--- src/rtl/conv1d_stream_param_if.sv ---
// Stream bundle for conv1d_stream_param: filter load, sample load and result
// channels, each a valid/ready pair. The engine uses the slave modport and
// the upstream/downstream environment uses the master modport.
interface conv1d_stream_param_if #(
    parameter int T = 16
);
    logic signed [T-1:0] f_data;
    logic                f_valid;
    logic                f_ready;
    logic signed [T-1:0] x_data;
    logic                x_valid;
    logic                x_ready;
    logic signed [T-1:0] y_data;
    logic                y_valid;
    logic                y_ready;
    logic                y_last;

    modport master (
        output f_data, f_valid, x_data, x_valid, y_ready,
        input  f_ready, x_ready, y_data, y_valid, y_last
    );

    modport slave (
        input  f_data, f_valid, x_data, x_valid, y_ready,
        output f_ready, x_ready, y_data, y_valid, y_last
    );
endinterface

--- src/rtl/conv1d_stream_param.sv ---
// Streaming 1-D valid-mode convolution with a runtime-loadable filter.
// One N-sample frame is buffered, then L = (N-M)/S + 1 outputs are produced,
// each a saturating MAC over M terms (product >>> FRAC, saturate, then
// saturating accumulate in ascending tap order).
// Optional feature: define RELU_EN to clamp negative results to zero.
module conv1d_stream_param #(
    parameter int N    = 32,
    parameter int M    = 10,
    parameter int T    = 16,
    parameter int S    = 1,
    parameter int FRAC = 0
) (
    input logic                  clk,
    input logic                  reset,
    conv1d_stream_param_if.slave bus
);
    localparam int L   = (N - M) / S + 1;
    localparam int XIW = (N > 1) ? $clog2(N) : 1;
    localparam int FIW = (M > 1) ? $clog2(M) : 1;
    localparam int XCW = $clog2(N + 1);
    localparam int JW  = $clog2(M + 1);
    localparam int KW  = $clog2(L + 1);

    localparam logic [XCW-1:0] X_LAST = XCW'(N - 1);
    localparam logic [JW-1:0]  J_LAST = JW'(M - 1);
    localparam logic [JW-1:0]  J_END  = JW'(M);
    localparam logic [KW-1:0]  K_LAST = KW'(L - 1);

    localparam logic signed [T-1:0] SAT_MAX = {1'b0, {(T-1){1'b1}}};
    localparam logic signed [T-1:0] SAT_MIN = {1'b1, {(T-1){1'b0}}};

    typedef enum logic [2:0] {SEL, LOAD_F, LOAD_X, CLR, MAC, OUT} state_t;

    state_t state_reg, state_next;

    logic [JW-1:0]  f_cnt_reg;
    logic [XCW-1:0] x_cnt_reg;
    logic [KW-1:0]  k_reg;
    logic [JW-1:0]  j_issue_reg;
    logic [JW-1:0]  acc_cnt_reg;
    logic           filter_loaded_reg;

    logic signed [T-1:0] f_mem [M];
    logic signed [T-1:0] x_mem [N];

    logic signed [T-1:0] x_rd_reg;
    logic signed [T-1:0] f_rd_reg;
    logic                rd_valid_reg;
    logic signed [T-1:0] prod_reg;
    logic                prod_valid_reg;
    logic signed [T-1:0] acc_reg;
    logic signed [T-1:0] acc_sum;
    logic signed [T-1:0] y_next;
    logic signed [T-1:0] y_data_reg;
    logic                y_last_reg;

    logic           f_ready_c;
    logic           x_ready_c;
    logic           rd_en;
    logic           last_add;
    logic           f_we;
    logic           x_we;
    logic [XIW-1:0] x_rd_addr;
    logic [FIW-1:0] f_rd_addr;

    // Full-width product, arithmetic shift, then clamp to T bits.
    function automatic logic signed [T-1:0] sat_prod(
        input logic signed [T-1:0] a,
        input logic signed [T-1:0] b
    );
        logic signed [2*T-1:0] p;
        p = $signed({{T{a[T-1]}}, a}) * $signed({{T{b[T-1]}}, b});
        p = p >>> FRAC;
        if (p[2*T-1:T-1] == '0 || p[2*T-1:T-1] == '1) begin
            return p[T-1:0];
        end else if (p[2*T-1]) begin
            return SAT_MIN;
        end else begin
            return SAT_MAX;
        end
    endfunction

    // T-bit add with one guard bit, clamped on overflow.
    function automatic logic signed [T-1:0] sat_add(
        input logic signed [T-1:0] a,
        input logic signed [T-1:0] b
    );
        logic signed [T:0] s;
        s = $signed({a[T-1], a}) + $signed({b[T-1], b});
        if (s[T] == s[T-1]) begin
            return s[T-1:0];
        end else if (s[T]) begin
            return SAT_MIN;
        end else begin
            return SAT_MAX;
        end
    endfunction

    // Next-state and handshake decode; readies depend only on the state register.
    always_comb begin
        state_next = state_reg;
        f_ready_c  = 1'b0;
        x_ready_c  = 1'b0;
        rd_en      = 1'b0;
        last_add   = 1'b0;
        case (state_reg)
            SEL: begin
                if (!filter_loaded_reg || bus.f_valid) begin
                    state_next = LOAD_F;
                end else if (bus.x_valid) begin
                    state_next = LOAD_X;
                end
            end
            LOAD_F: begin
                f_ready_c = 1'b1;
                if (bus.f_valid && f_cnt_reg == J_LAST) begin
                    state_next = SEL;
                end
            end
            LOAD_X: begin
                x_ready_c = 1'b1;
                if (bus.x_valid && x_cnt_reg == X_LAST) begin
                    state_next = CLR;
                end
            end
            CLR: begin
                rd_en      = 1'b1;
                state_next = MAC;
            end
            MAC: begin
                rd_en    = (j_issue_reg < J_END);
                last_add = prod_valid_reg && (acc_cnt_reg == J_LAST);
                if (last_add) begin
                    state_next = OUT;
                end
            end
            OUT: begin
                if (bus.y_ready) begin
                    state_next = (k_reg == K_LAST) ? SEL : CLR;
                end
            end
            default: state_next = SEL;
        endcase
    end

    assign f_we = f_ready_c && bus.f_valid;
    assign x_we = x_ready_c && bus.x_valid;

    // Tap j of output k reads x[k*S + j] and f[j].
    assign x_rd_addr = XIW'(k_reg) * XIW'(S) + XIW'(j_issue_reg);
    assign f_rd_addr = FIW'(j_issue_reg);

    // Accumulate step and optional rectification of the finished sum.
    always_comb begin
        acc_sum = sat_add(acc_reg, prod_reg);
`ifdef RELU_EN
        y_next = acc_sum[T-1] ? '0 : acc_sum;
`else
        y_next = acc_sum;
`endif
    end

    // State register.
    always_ff @(posedge clk) begin
        if (reset) begin
            state_reg <= SEL;
        end else begin
            state_reg <= state_next;
        end
    end

    // Load counters and the persistent filter-present flag.
    always_ff @(posedge clk) begin
        if (reset) begin
            f_cnt_reg         <= '0;
            x_cnt_reg         <= '0;
            filter_loaded_reg <= 1'b0;
        end else begin
            if (f_we) begin
                if (f_cnt_reg == J_LAST) begin
                    f_cnt_reg         <= '0;
                    filter_loaded_reg <= 1'b1;
                end else begin
                    f_cnt_reg <= f_cnt_reg + JW'(1);
                end
            end
            if (x_we) begin
                x_cnt_reg <= (x_cnt_reg == X_LAST) ? '0 : x_cnt_reg + XCW'(1);
            end
        end
    end

    // Coefficient and sample buffers: write on accept, registered read.
    always_ff @(posedge clk) begin
        if (f_we) begin
            f_mem[FIW'(f_cnt_reg)] <= bus.f_data;
        end
        if (x_we) begin
            x_mem[XIW'(x_cnt_reg)] <= bus.x_data;
        end
        if (rd_en) begin
            x_rd_reg <= x_mem[x_rd_addr];
            f_rd_reg <= f_mem[f_rd_addr];
        end
    end

    // Product stage: operands arrive one cycle after the read was issued.
    always_ff @(posedge clk) begin
        if (rd_valid_reg) begin
            prod_reg <= sat_prod(x_rd_reg, f_rd_reg);
        end
    end

    // MAC control: tap issue counter, pipeline valids, accumulator, output register.
    always_ff @(posedge clk) begin
        if (reset) begin
            j_issue_reg    <= '0;
            acc_cnt_reg    <= '0;
            rd_valid_reg   <= 1'b0;
            prod_valid_reg <= 1'b0;
            acc_reg        <= '0;
            y_data_reg     <= '0;
            y_last_reg     <= 1'b0;
            k_reg          <= '0;
        end else begin
            rd_valid_reg   <= rd_en;
            prod_valid_reg <= rd_valid_reg;
            if (state_reg != CLR && state_reg != MAC) begin
                j_issue_reg <= '0;
            end else if (rd_en) begin
                j_issue_reg <= j_issue_reg + JW'(1);
            end
            if (state_reg == CLR) begin
                acc_reg     <= '0;
                acc_cnt_reg <= '0;
            end else if (state_reg == MAC && prod_valid_reg) begin
                acc_reg     <= acc_sum;
                acc_cnt_reg <= acc_cnt_reg + JW'(1);
            end
            if (last_add) begin
                y_data_reg <= y_next;
                y_last_reg <= (k_reg == K_LAST);
            end
            if (state_reg == OUT && bus.y_ready) begin
                k_reg <= (k_reg == K_LAST) ? '0 : k_reg + KW'(1);
            end
        end
    end

    assign bus.f_ready = f_ready_c;
    assign bus.x_ready = x_ready_c;
    assign bus.y_valid = (state_reg == OUT);
    assign bus.y_data  = y_data_reg;
    assign bus.y_last  = y_last_reg && (state_reg == OUT);
endmodule

--- src/flat_wrapper.sv ---
// flat-port wrapper written by rule: the top's interface ports become plain ports
module conv1d_stream_param_flat 
#(
    parameter int N    = 32,
    parameter int M    = 10,
    parameter int T    = 16,
    parameter int S    = 1,
    parameter int FRAC = 0
)
  (clk, reset, bus_f_data, bus_f_valid, bus_x_data, bus_x_valid, bus_y_ready, bus_f_ready, bus_x_ready, bus_y_data, bus_y_valid, bus_y_last);
  conv1d_stream_param_if #(.T(T)) bus_i ();
  input logic clk;
  input logic reset;
  input wire logic [$bits(bus_i.f_data)-1:0] bus_f_data;
  input wire logic [$bits(bus_i.f_valid)-1:0] bus_f_valid;
  input wire logic [$bits(bus_i.x_data)-1:0] bus_x_data;
  input wire logic [$bits(bus_i.x_valid)-1:0] bus_x_valid;
  input wire logic [$bits(bus_i.y_ready)-1:0] bus_y_ready;
  output wire logic [$bits(bus_i.f_ready)-1:0] bus_f_ready;
  output wire logic [$bits(bus_i.x_ready)-1:0] bus_x_ready;
  output wire logic [$bits(bus_i.y_data)-1:0] bus_y_data;
  output wire logic [$bits(bus_i.y_valid)-1:0] bus_y_valid;
  output wire logic [$bits(bus_i.y_last)-1:0] bus_y_last;
  assign bus_i.f_data = bus_f_data;
  assign bus_i.f_valid = bus_f_valid;
  assign bus_i.x_data = bus_x_data;
  assign bus_i.x_valid = bus_x_valid;
  assign bus_i.y_ready = bus_y_ready;
  assign bus_f_ready = bus_i.f_ready;
  assign bus_x_ready = bus_i.x_ready;
  assign bus_y_data = bus_i.y_data;
  assign bus_y_valid = bus_i.y_valid;
  assign bus_y_last = bus_i.y_last;
  conv1d_stream_param #(.N(N), .M(M), .T(T), .S(S), .FRAC(FRAC)) u_core (.clk(clk), .reset(reset), .bus(bus_i));
endmodule
--- config.mk ---
export PLATFORM = sky130hd
export DESIGN_NAME = conv1d_stream_param_flat
export DESIGN_NICKNAME = d
export VERILOG_FILES = /design/src/rtl/conv1d_stream_param_if.sv /design/src/rtl/conv1d_stream_param.sv /design/src/flat_wrapper.sv
export SDC_FILE = /design/constraint.sdc
export NUM_CORES = 1
export LEC_CHECK = 0
export CORE_MARGIN = 4
export CORE_UTILIZATION = 40
export DETAILED_ROUTE_END_ITERATION = 7
export PLACE_DENSITY_LB_ADDON = 0.05
export SLEW_MARGIN = 20
export SYNTH_ARGS = -nofsm -noshare
export SYNTH_HDL_FRONTEND = slang
export SYNTH_SLANG_ARGS = --single-unit
--- constraint.sdc ---
create_clock -name clk -period 6.7 [get_ports clk]
set_input_delay 1.34 -clock clk [delete_from_list [all_inputs] [get_ports clk]]
set_output_delay 1.34 -clock clk [all_outputs]
set_load 0.01 [all_outputs]
Word-level counts from Yosys, hierarchy flattened
Memories as Yosys holds them, arrays and structs flattened. A register that Yosys moved wholly into a read port is not among the register bits.
Index checks and enable logic that the tools add are counted.

operators by class
  add/sub/neg operators = 7
  multipliers = 1
  magnitude comparators = 1
  equality and inequality tests = 18
  multiplexer cells = 23
  reduce and logical (&&, ||, !) cells = 18

operators by type and width
  cell                                                                   number
  16-bit two-way mux                                                     4
  16-bit by 16-bit multiplier with 32-bit output                         1
  3-bit two-way mux                                                      6
  3-bit case mux with 6 select lines                                     1
  16-bit by 16-bit adder with 17-bit output                              1
  17-bit equality test, second input constant                            1
  17-bit logical NOT                                                     1
  4-bit by 1-bit adder with 4-bit output, second input constant          3
  1-bit logical AND                                                      9
  4-bit equality test, second input constant                             2
  1-bit two-way mux                                                      7
  6-bit by 1-bit adder with 6-bit output, second input constant          1
  3-bit by 2-bit equality test with 1-bit output, second input constant  2
  3-bit equality test, second input constant                             2
  6-bit by 5-bit equality test with 1-bit output, second input constant  1
  6-bit two-way mux                                                      1
  2-bit by 1-bit != test with 1-bit output, second input constant        3
  3-bit by 2-bit != test with 1-bit output, second input constant        2
  5-bit by 1-bit adder with 5-bit output, second input constant          1
  5-bit by 4-bit adder with 5-bit output                                 1
  5-bit equality test, second input constant                             1
  5-bit two-way mux                                                      1
  5-bit AND reduction                                                    1
  4-bit less-than comparator, second input constant                      1
  12 further kinds                                                       14

word-level totals
  flip-flop bits (word level) = 78
  bits in writable memories = 672
  input bits = 37
  output and inout port bits = 20
  word-level logic and storage cells = 83
  memories kept = 2

memory list
  name          words  width  rd ports  clocked after Yosys merged registers in  wr ports  RTL line                   RTL
  u_core.x_mem  32     16     1         1                                        1         conv1d_stream_param.sv:44  logic signed [T-1:0] x_mem [N];
  u_core.f_mem  10     16     1         1                                        1         conv1d_stream_param.sv:43  logic signed [T-1:0] f_mem [M];

Longest topological paths before layout
Gate-level depths: netlist (run 1).

  word-level depth = 5
  depth in mapped cells = 26
  gate-level depth less buffers = 24

Worst setup path after synthesis (run 1)
Ideal clock, no wire load.

  path type = register -> register
  from = register u_core.x_rd_reg[15], read port of u_core.x_mem
  to = register u_core.prod_reg[0] (data pin)
  setup time = 267 ps
  arrival = 6775 ps
  required time = 6433 ps
  setup slack = -341 ps
  cell stages (with the launch flop) = 25
  path buffers = 2
  clock period less this slack = 7041 ps
  cell sequence = edfxtp_1 -> clkbuf_1 -> nand2_1 -> inv_1 -> fa_1 -> inv_1 -> fa_1 -> inv_1 -> fa_1 -> fa_1 -> fa_1 -> inv_1 -> fa_1 -> inv_1 -> ha_1 -> nand2_1 -> o21ai_0 -> nor3_1 -> a211oi_2 -> or4b_1 -> nand3_1 -> or4_4 -> o41ai_4 -> buf_6 -> a21oi_2

on the way
  word-level cells in the longest chain between the ends = 4
  elaborated cells between the ends (all ways) = 6
  classes of those cells = mul (1); eq/ne (1); mux (2); reduce/logical (2)

ends and longest elaborated chain
  what                                                               RTL line                    RTL
  start: declaration                                                 conv1d_stream_param.sv:46   logic signed [T-1:0] x_rd_reg;
  16-bit by 16-bit multiplier with 32-bit output *                   conv1d_stream_param.sv:72   p = $signed({{T{a[T-1]}}, a}) * $signed({{T{b[T-1]}}, b});
  17-bit equality test / 17-bit logical NOT (equally long branches)  conv1d_stream_param.sv:74   if (p[2*T-1:T-1] == '0 || p[2*T-1:T-1] == '1) begin
  1-bit logical OR                                                   conv1d_stream_param.sv:74
  16-bit two-way mux *                                               conv1d_stream_param.sv:74
  end signal: assignment                                             conv1d_stream_param.sv:210  prod_reg <= sat_prod(x_rd_reg, f_rd_reg);
  end: declaration                                                   conv1d_stream_param.sv:49   logic signed [T-1:0] prod_reg;

Every way passes the cells marked *; elsewhere a longest branch is shown, timed or not.
A chain may end at the register's enable or synchronous reset.

Worst setup path after layout (run 1)
  from = register u_core.f_rd_reg[4], read port of u_core.f_mem
  to = register u_core.prod_reg[1] (data pin)

on the way
  word-level cells in the longest chain between the ends = 4
  elaborated cells between the ends (all ways) = 6
  classes of those cells = mul (1); eq/ne (1); mux (2); reduce/logical (2)

ends and longest elaborated chain
  what                                                               RTL line                   RTL
  start: declaration                                                 conv1d_stream_param.sv:47  logic signed [T-1:0] f_rd_reg;
  16-bit by 16-bit multiplier with 32-bit output *                   conv1d_stream_param.sv:72
  17-bit equality test / 17-bit logical NOT (equally long branches)  conv1d_stream_param.sv:74
  1-bit logical OR                                                   conv1d_stream_param.sv:74
  16-bit two-way mux *                                               conv1d_stream_param.sv:74

Marked as above.

==> out/results.ini, run 1 <==
[status]
run_status = complete, but fails checks
violations_in_the_final_reports = negative setup slack

[clock_network]
clockBufferDepth = 3
cts_buffers = 86
htree_levels = 3
clock_tree.root_cell = clkbuf_16
clock_pin_slew_on_the_worst_setup_and_hold_paths_ns = 0.06
clock-sinks = 782
worst_skew_pair.late_latency_ns = 0.66
tritoncts = built

[cells_and_area]
top_register = u_core.x_mem
layout.area.seq_sq_um = 22870
areaGrowthSynthToFinish_pct = 16.86
largest_register_ffs = 512
multi_input_area_sq_um = 16900
final.fill_count = 8712
largest_registers = u_core.x_mem: 512 flops, u_core.f_mem: 160 flops
share_of_cells_above_drive_strength_1 = 0.2469
finish.net_count = 3305

[yosys]
synth_area_sq_um = 40780
proportion_of_synthesized_area_in_mux_cells = 0.1151
yosysTopAreaCellShare = 0.5302
synth.largest_area_cell = edfxtp_1
yosys.area_share.simple = 0.06594
synthesis.nets = 3040
yosysWarnings = 0
synth_xor_xnor_area_share = 0.01246
ys_seq_area_frac = 0.5606
postSynthCellCount = 2628
synthAdderAreaFrac = 0.1637
synth_enable_flop_cells = 720
yosys_most_used_dff = edfxtp_1
synth-compound-area-share = 0.04357
synth.ff_latch_count = 782
avgSynthCellArea_sq_um = 15.52
ys_async_sr_fraction = 0
synth.lib_cells_used.distinct = 86
dominant_combinational_cell_family_by_area_after_synthesis = adder cells
synth.top_cells.by_area = edfxtp_1 53%, fa_1 13%, mux4_2 11%

[worst_setup_path]
setup.worst_path.class = reg -> reg
timing.critical_path.mode_cell = fa_1
critical_path_endpoint_category = flop
worst_path_dominant_cell_family = adder cells
critPathMaxFanout = 8
worstSetupStartpointType = flop
timing.critical_path.buf_inv = 7
cp_data_arrival_time_ns = 7.28
cp_slowest_stage_delay_ns = 0.58
cp_data_required_time_ns = 7.09
crit_chain = buf_4 > buf_6 > and2_1 > fa_1 > inv_1 > fa_1 > fa_1 > inv_1 > fa_2 > fa_1 > fa_1 > ha_1 > buf_4 > a21oi_1 > o21a_1 > o2111a_1 > a31oi_4 > xor2_1 > nand2b_1 > or4b_4 > o41ai_4 > buf_6 > buf_12 > a21oi_1
critical-path-slowest-cell = fa_2
reg2reg_setup_slack_ns = -0.19

[routing]
route.detailed.drc = 0
drt_first_pass_iters = 5
postRouteAntennaNets = 0
highest-signal-layer = met5
wl_met1_um = 43990
via_count = 22519
met2_wl_um = 51150
via_density_per_instance = 5.218
drt-total-wl_um = 102800
drtIter0Drc = 1533
met3WireLength_um = 4339
post_drt_wl_per_cell_um = 23.82

[placed_design]
numPortBuffers = 56
pre_cts_ws_ns = -0.3760
hpwlAfterDp_um = 69530
place.gp.congestion = 0.8345

[die]
io_pins = 57
floorplan.die.height_um = 327.3
die_x_um = 327.3
floorplan.die_area_sq_um = 107100
fp-row-count = 116
floorplan.core_area_sq_um = 100600
initial_utilization = 0.4054

[timing]
worstMarginPinSlew_ns = 1.030
grt_setup_unrepaired = true
clock-skew-final_ns = 0.03319
period_needed_ns = 6.891
max_freq_ghz = 0.1451
timing.final.max_slew_violations = 0
setup_violating_endpoint_count_in_the_final_report = 15
max-slew-margin-rel = 0.3109
post-route-period-util = 1.029
timing.final.hold_violations = 0
setup_ws_ns = -0.1912
worst_hold_margin_ns = 0.4803

[power]
static_power_due_to_leakage_uw = 0.01725
power.density_nw_per_um2 = 209.2
vdd.ir_drop.worst_mv = 0.1899

[global_routing]
grt_pass1_wl_um = 154900
global_route.usage.total = 0.1952
first_global_vias = 24193
grt_antenna_before_repair = 7
overflow = 0
maximum_number_of_pins_on_one_net_before_global_route_repair = 82

[hold_path]
worstHoldPathType = reg -> reg

[job]
drv_cap = 0

[power breakdown]
group | total, uW | switching (uW) | internal [uW]
logic | 147 | 105 | 42.2
clock network | 4480 | 1950 | 2520
registers | 5350 | 10.1 | 5340
total | 9970 | 2070 | 7900
[Yosys cell counts (17+ instances only)]
master and count:
a211oi_1 20, a21oi_1 63, a22o_1 27, and2_1 122, buf_1 20, clkbuf_1 85, dfxtp_1 62, edfxtp_1 720
fa_1 264, ha_1 111, inv_1 297, mux2i_1 19, mux4_2 192, nand2_1 166, nand2b_1 17, nor2_1 111
nor2b_1 24, o21ai_0 32, xnor2_1 42
[cell usage in the layout (no fill, tap or decap), types with 12 or more instances in the layout]
master,instances
clkbuf_1,13
clkinv_2,18
buf_4,211
clkbuf_16,86
nor2_1,78
a21oi_2,21
nor2b_1,24
nand2_1,163
ha_1,98
clkinv_1,19
xor2_1,16
a21oi_1,53
a211oi_1,19
o21a_1,12
o21ai_0,28
ha_4,12
mux4_2,192
a22o_1,27
xnor2_1,36
nand2b_1,17
nand4_1,12
clkdlybuf4s50_1,42
a21o_1,12
inv_1,289
dfxtp_1,60
fa_2,12
nand3_1,13
mux2i_1,19
edfxtp_1,720
fa_1,251
and2_1,113
buf_2,15
nor2_2,32
mux2_2,16
[layout make-up]
class,count,share of cell area
clock buffers,99,0.04618
clock inverters,53,0.009426
repair buffers,289,0.05059
multi-input cells,1437,0.3547
well taps,1357,0.03563
flip-flops and latches,782,0.4798
diodes,2,0.0001050
inverters,297,0.02350
[metal layers]
layer / global-route usage / vias up
met5: 0 / -
met4: 0.06176 / 4
met2: 0.3271 / 432
met3: 0.03322 / 157
li1: - / 10080
met1: 0.2615 / 11846
[logic make-up after synthesis]
family,after synthesis
muxes,227
xor gates and xnor gates,58
adders and majority gates,375
DFF,782
AOI/OAI and AO/OA,245
buffers and inverters,409
and+or+nand+nor,532
[metrics by stage]
step	util	instances	power (uW)	instance area, sq um	TNS (ns)
3_5_place_dp	0.4422	4134	5609	44480	-5.522
6_report	0.4738	4316	9970	47650	-2.469
4_1_cts	0.4726	4306	10140	47540	-2.835
2_1_floorplan	-	2628	5495	40900	-0.2424
3_3_place_gp	0.4421	4134	5599	44470	-4.101
5_1_grt	0.4737	4314	10320	47650	-5.787
[final timing paths]
| check | start | endpoint | cells past startpoint |
|---|---|---|---|
| worst max-delay path | u_core.f_rd_reg[4] | u_core.prod_reg[1] | 24 |
| worst min register to register | u_core.bus.y_data[4] | u_core.bus.y_data[4] | 1 |
| worst min-delay path | u_core.bus.y_data[4] | u_core.bus.y_data[4] | 1 |
| worst max register to register | u_core.f_rd_reg[4] | u_core.prod_reg[1] | 24 |
[worst register-to-register path: stages, from the launching register on]
cell and delay [ns]:
edfxtp_1 0.41, buf_4 0.16, buf_6 0.11, and2_1 0.16
fa_1 0.53, inv_1 0.05, fa_1 0.46, fa_1 0.52
inv_1 0.08, fa_2 0.58, fa_1 0.42, fa_1 0.44
ha_1 0.34, buf_4 0.16, a21oi_1 0.18, o21a_1 0.19
o2111a_1 0.24, a31oi_4 0.12, xor2_1 0.17, nand2b_1 0.15
or4b_4 0.49, o41ai_4 0.30, buf_6 0.17, buf_12 0.13
a21oi_1 0.07
[what timing repair did]
| item | CTS | global route |
|---|---|---|
| gates resized for setup | 56 | 28 |
| setup endpoints to repair | 16 | 16 |
| pin swaps | 22 | 22 |
| hold buffers | 0 | 0 |
| gates cloned | 1 | 0 |
| setup buffers | 19 | 8 |
Power figures use the tool's default switching activity.
==> run 2, diff against run 1 <==
Settings changed: CAP_MARGIN set to 20.
==> results of run 2 <==
No change in the layout: final DEF, timing and power equal those of run 1.
==> run 3, diff against run 2 <==
Settings changed: HOLD_SLACK_MARGIN set to 0.03, PLACE_DENSITY_LB_ADDON 0.05 to not set.
==> out/results.ini, run 3 (same netlist as run 1, synthesis figures left out) <==
[power]
share_clk_of_total_power = 0.449  ; about the same
design_power_total_uw = 9964  ; was 9970 uW
switchingPower_uw = 2017  ; was 2067 uW
vdd.ir_drop.worst_mv = 0.2278  ; was 0.1899 mV
static_power_due_to_leakage_uw = 0.01704  ; was 0.01725 uW
power.share.combinational = 0.015  ; about the same
power_report.internal_total_uw = 7947  ; was 7903 uW
power.density_nw_per_um2 = 211.0  ; was 209.2 nW/um^2
swShare = 0.2024  ; was 0.2074
sequentialPowerShare = 0.537  ; was 0.536

[worst_setup_path]
rr_startpoint = u_core.f_rd_reg[4]  ; unchanged
rr_worst_depth = 22  ; was 24
cp_data_required_time_ns = 7.09  ; about the same
timing.critical_path.to = u_core.prod_reg[0]  ; was u_core.prod_reg[1]
cp_data_arrival_time_ns = 7.31  ; was 7.28 ns
critPathMaxFanout = 8  ; unchanged
timing.rr.end = u_core.prod_reg[0]  ; was u_core.prod_reg[1]
critical_path_endpoint_category = flop  ; unchanged
setup.worst_path.class = reg -> reg  ; unchanged
worstSetupStartpointType = flop  ; unchanged
reg2reg_setup_slack_ns = -0.22  ; was -0.19 ns
startpoint = u_core.f_rd_reg[4]  ; unchanged

[cells_and_area]
mostFrequentLayoutCell = edfxtp_1  ; unchanged
largest_registers = u_core.x_mem: 512 flops, u_core.f_mem: 160 flops  ; unchanged
largest_register_ffs = 512  ; unchanged
final_cell_mix = 720 x edfxtp_1, 289 x inv_1, 256 x fa_1  ; was 720 x edfxtp_1, 289 x inv_1, 251 x fa_1
final_design_area_no_fill_sq_um = 47220  ; was 47650 sq um
share_of_cells_above_drive_strength_1 = 0.2248  ; was 0.2469
top_register = u_core.x_mem  ; unchanged
areaGrowthSynthToFinish_pct = 15.79  ; was 16.86%
final.fill_count = 8631  ; was 8712
finish.net_count = 3270  ; was 3305

[placed_design]
place.gp.congestion = 0.8519  ; was 0.8345
numPortBuffers = 56  ; unchanged
place_area_sq_um = 44230  ; was 44480 sq um
pre_cts_ws_ns = -0.3230  ; was -0.3760 ns
hpwlAfterDp_um = 64050  ; was 69530 um

[job]
drv_cap = 0  ; unchanged

[timing]
max-slew-margin-rel = 0.2678  ; was 0.3109
post-route-period-util = 1.034  ; was 1.029
worstMarginPinSlew_ns = 1.095  ; was 1.030 ns
max_freq_ghz = 0.1444  ; was 0.1451 GHz
clock-skew-final_ns = 0.03311  ; was 0.03319 ns
period_needed_ns = 6.925  ; was 6.891 ns
timing.final.hold_violations = 0  ; unchanged
timing.final.max_slew_violations = 0  ; unchanged
setup_violating_endpoint_count_in_the_final_report = 15  ; unchanged
worst_hold_margin_ns = 0.4813  ; was 0.4803 ns
grt_setup_unrepaired = true  ; unchanged
setup_ws_ns = -0.2247  ; was -0.1912 ns

[die]
io_pins = 57  ; unchanged
die_x_um = 327.3  ; unchanged
initial_utilization = 0.4054  ; unchanged
floorplan.die.height_um = 327.3  ; unchanged
floorplan.die_area_sq_um = 107100  ; unchanged
fp-row-count = 116  ; unchanged
floorplan.core_area_sq_um = 100600  ; unchanged

[global_routing]
global_route.usage.total = 0.1784  ; was 0.1952
first_global_vias = 24086  ; was 24.19k
overflow = 0  ; unchanged
grt_antenna_before_repair = 9  ; was 7
grt_pass1_wl_um = 145600  ; was 154900 um
maximum_number_of_pins_on_one_net_before_global_route_repair = 69  ; was 82

[status]
run_status = complete, but fails checks  ; unchanged
violations_in_the_final_reports = negative setup slack  ; unchanged

[routing]
route.detailed.drc = 0  ; unchanged
postRouteAntennaNets = 0  ; unchanged
via_count = 22627  ; was 22.52k
drt_first_pass_iters = 5  ; unchanged
post_drt_wl_per_cell_um = 22.21  ; was 23.82 um
drt-total-wl_um = 95080  ; was 102800 um
via_density_per_instance = 5.285  ; was 5.218
drtIter0Drc = 1444  ; was 1533

[clock_network]
cts_buffers = 81  ; was 86
tritoncts = built  ; unchanged
cts-hold-fix-buffers = 0  ; unchanged
clockBufferDepth = 3  ; unchanged
clock-sinks = 782  ; unchanged
clock_tree.root_cell = clkbuf_16  ; unchanged
worst_skew_pair.late_latency_ns = 0.65  ; was 0.66 ns
htree_levels = 3  ; unchanged
clock_pin_slew_on_the_worst_setup_and_hold_paths_ns = 0.06  ; about the same

[hold_path]
worstHoldPathType = reg -> reg  ; unchanged

## run 3: changes by cell type in the layout (fill, tap and decap cells not counted), moves of 7 or more
cell,previous run,this run
nor2_2,32,14
nor2_1,78,91
buf_4,211,189
a21oi_1,53,60
a21oi_2,21,14
## run 3: worst min path at each step
stage,startpoint,end,slack [ns],depth (start not counted)
global placement,u_core.filter_loaded_reg,u_core.filter_loaded_reg,0.45,2
finish,u_core.bus.y_data[4],u_core.bus.y_data[4],0.48,1
global route,u_core.bus.y_data[10],u_core.bus.y_data[10],0.51,1
detailed placement,u_core.bus.y_data[3],u_core.bus.y_data[3],0.46,1
floorplan,u_core.filter_loaded_reg,u_core.filter_loaded_reg,0.44,2
CTS,u_core.bus.y_data[4],u_core.bus.y_data[4],0.49,1
## run 3: timing repair
item                       in CTS  in global routing
resized for setup               1                 51
setup buffers                   2                 13
pin swaps                       1                 22
setup endpoints to repair      15                 15
gates cloned                    0                  1
## run 3: cell type report
type	instances	area (sq um)	share of cell area
Antenna cell	1	2.502	0.00005300
Clock buffer	97	2130	0.04510
Clock inverter	51	515.5	0.01092
Inverter	297	1117	0.02366
Multi-Input combinational cell	1437	16750	0.3547
Sequential cell	782	22870	0.4843
Tap cell	1357	1698	0.03596
Timing Repair Buffer	259	2141	0.04534
## run 3: per-stage QoR
| step | std cells | util | TNS, ns |
|---|---|---|---|
| 6_report | 4281 | 0.4695 | -3.215 |
| 5_1_grt | 4280 | 0.4694 | -6.029 |
| 4_1_cts | 4264 | 0.4663 | -3.603 |
| 3_5_place_dp | 4114 | 0.4398 | -4.581 |
| 3_3_place_gp | 4114 | 0.4398 | -3.410 |
| 2_1_floorplan | 2628 | - | -0.2424 |
## run 3: power groups by stage
stage	logic, uW	registers [uW]	clock network [uW]
finish	147	5350	4470
global route	161	5350	4780
CTS	153	5350	4580
detailed placement	153	5450	0
global placement	144	5450	0
floorplan	49.9	5440	0
## run 3: routing by layer
layer  up-vias  part of all wire  track usage
li1       9988                 -            -
met1     12020              0.41       0.2320
met2       479              0.52       0.3133
met3       130             0.049      0.02953
met4        10             0.021      0.04456
met5         -           0.00059            0
## run 3: worst max-delay path, stage by stage, from the launching register on
cell and delay [ns]:
edfxtp_1 0.55, and2_4 0.21, fa_1 0.53, inv_1 0.05, fa_1 0.47, fa_2 0.56, inv_2 0.04, fa_1 0.48
fa_1 0.50, inv_1 0.05, fa_1 0.49, inv_2 0.05, ha_4 0.29, nand3_4 0.09, or4_4 0.60, a31o_1 0.24
a21oi_2 0.13, nand4b_1 0.13, or4_4 0.54, o41ai_4 0.28, buf_4 0.19, clkbuf_16 0.15, a21oi_2 0.05
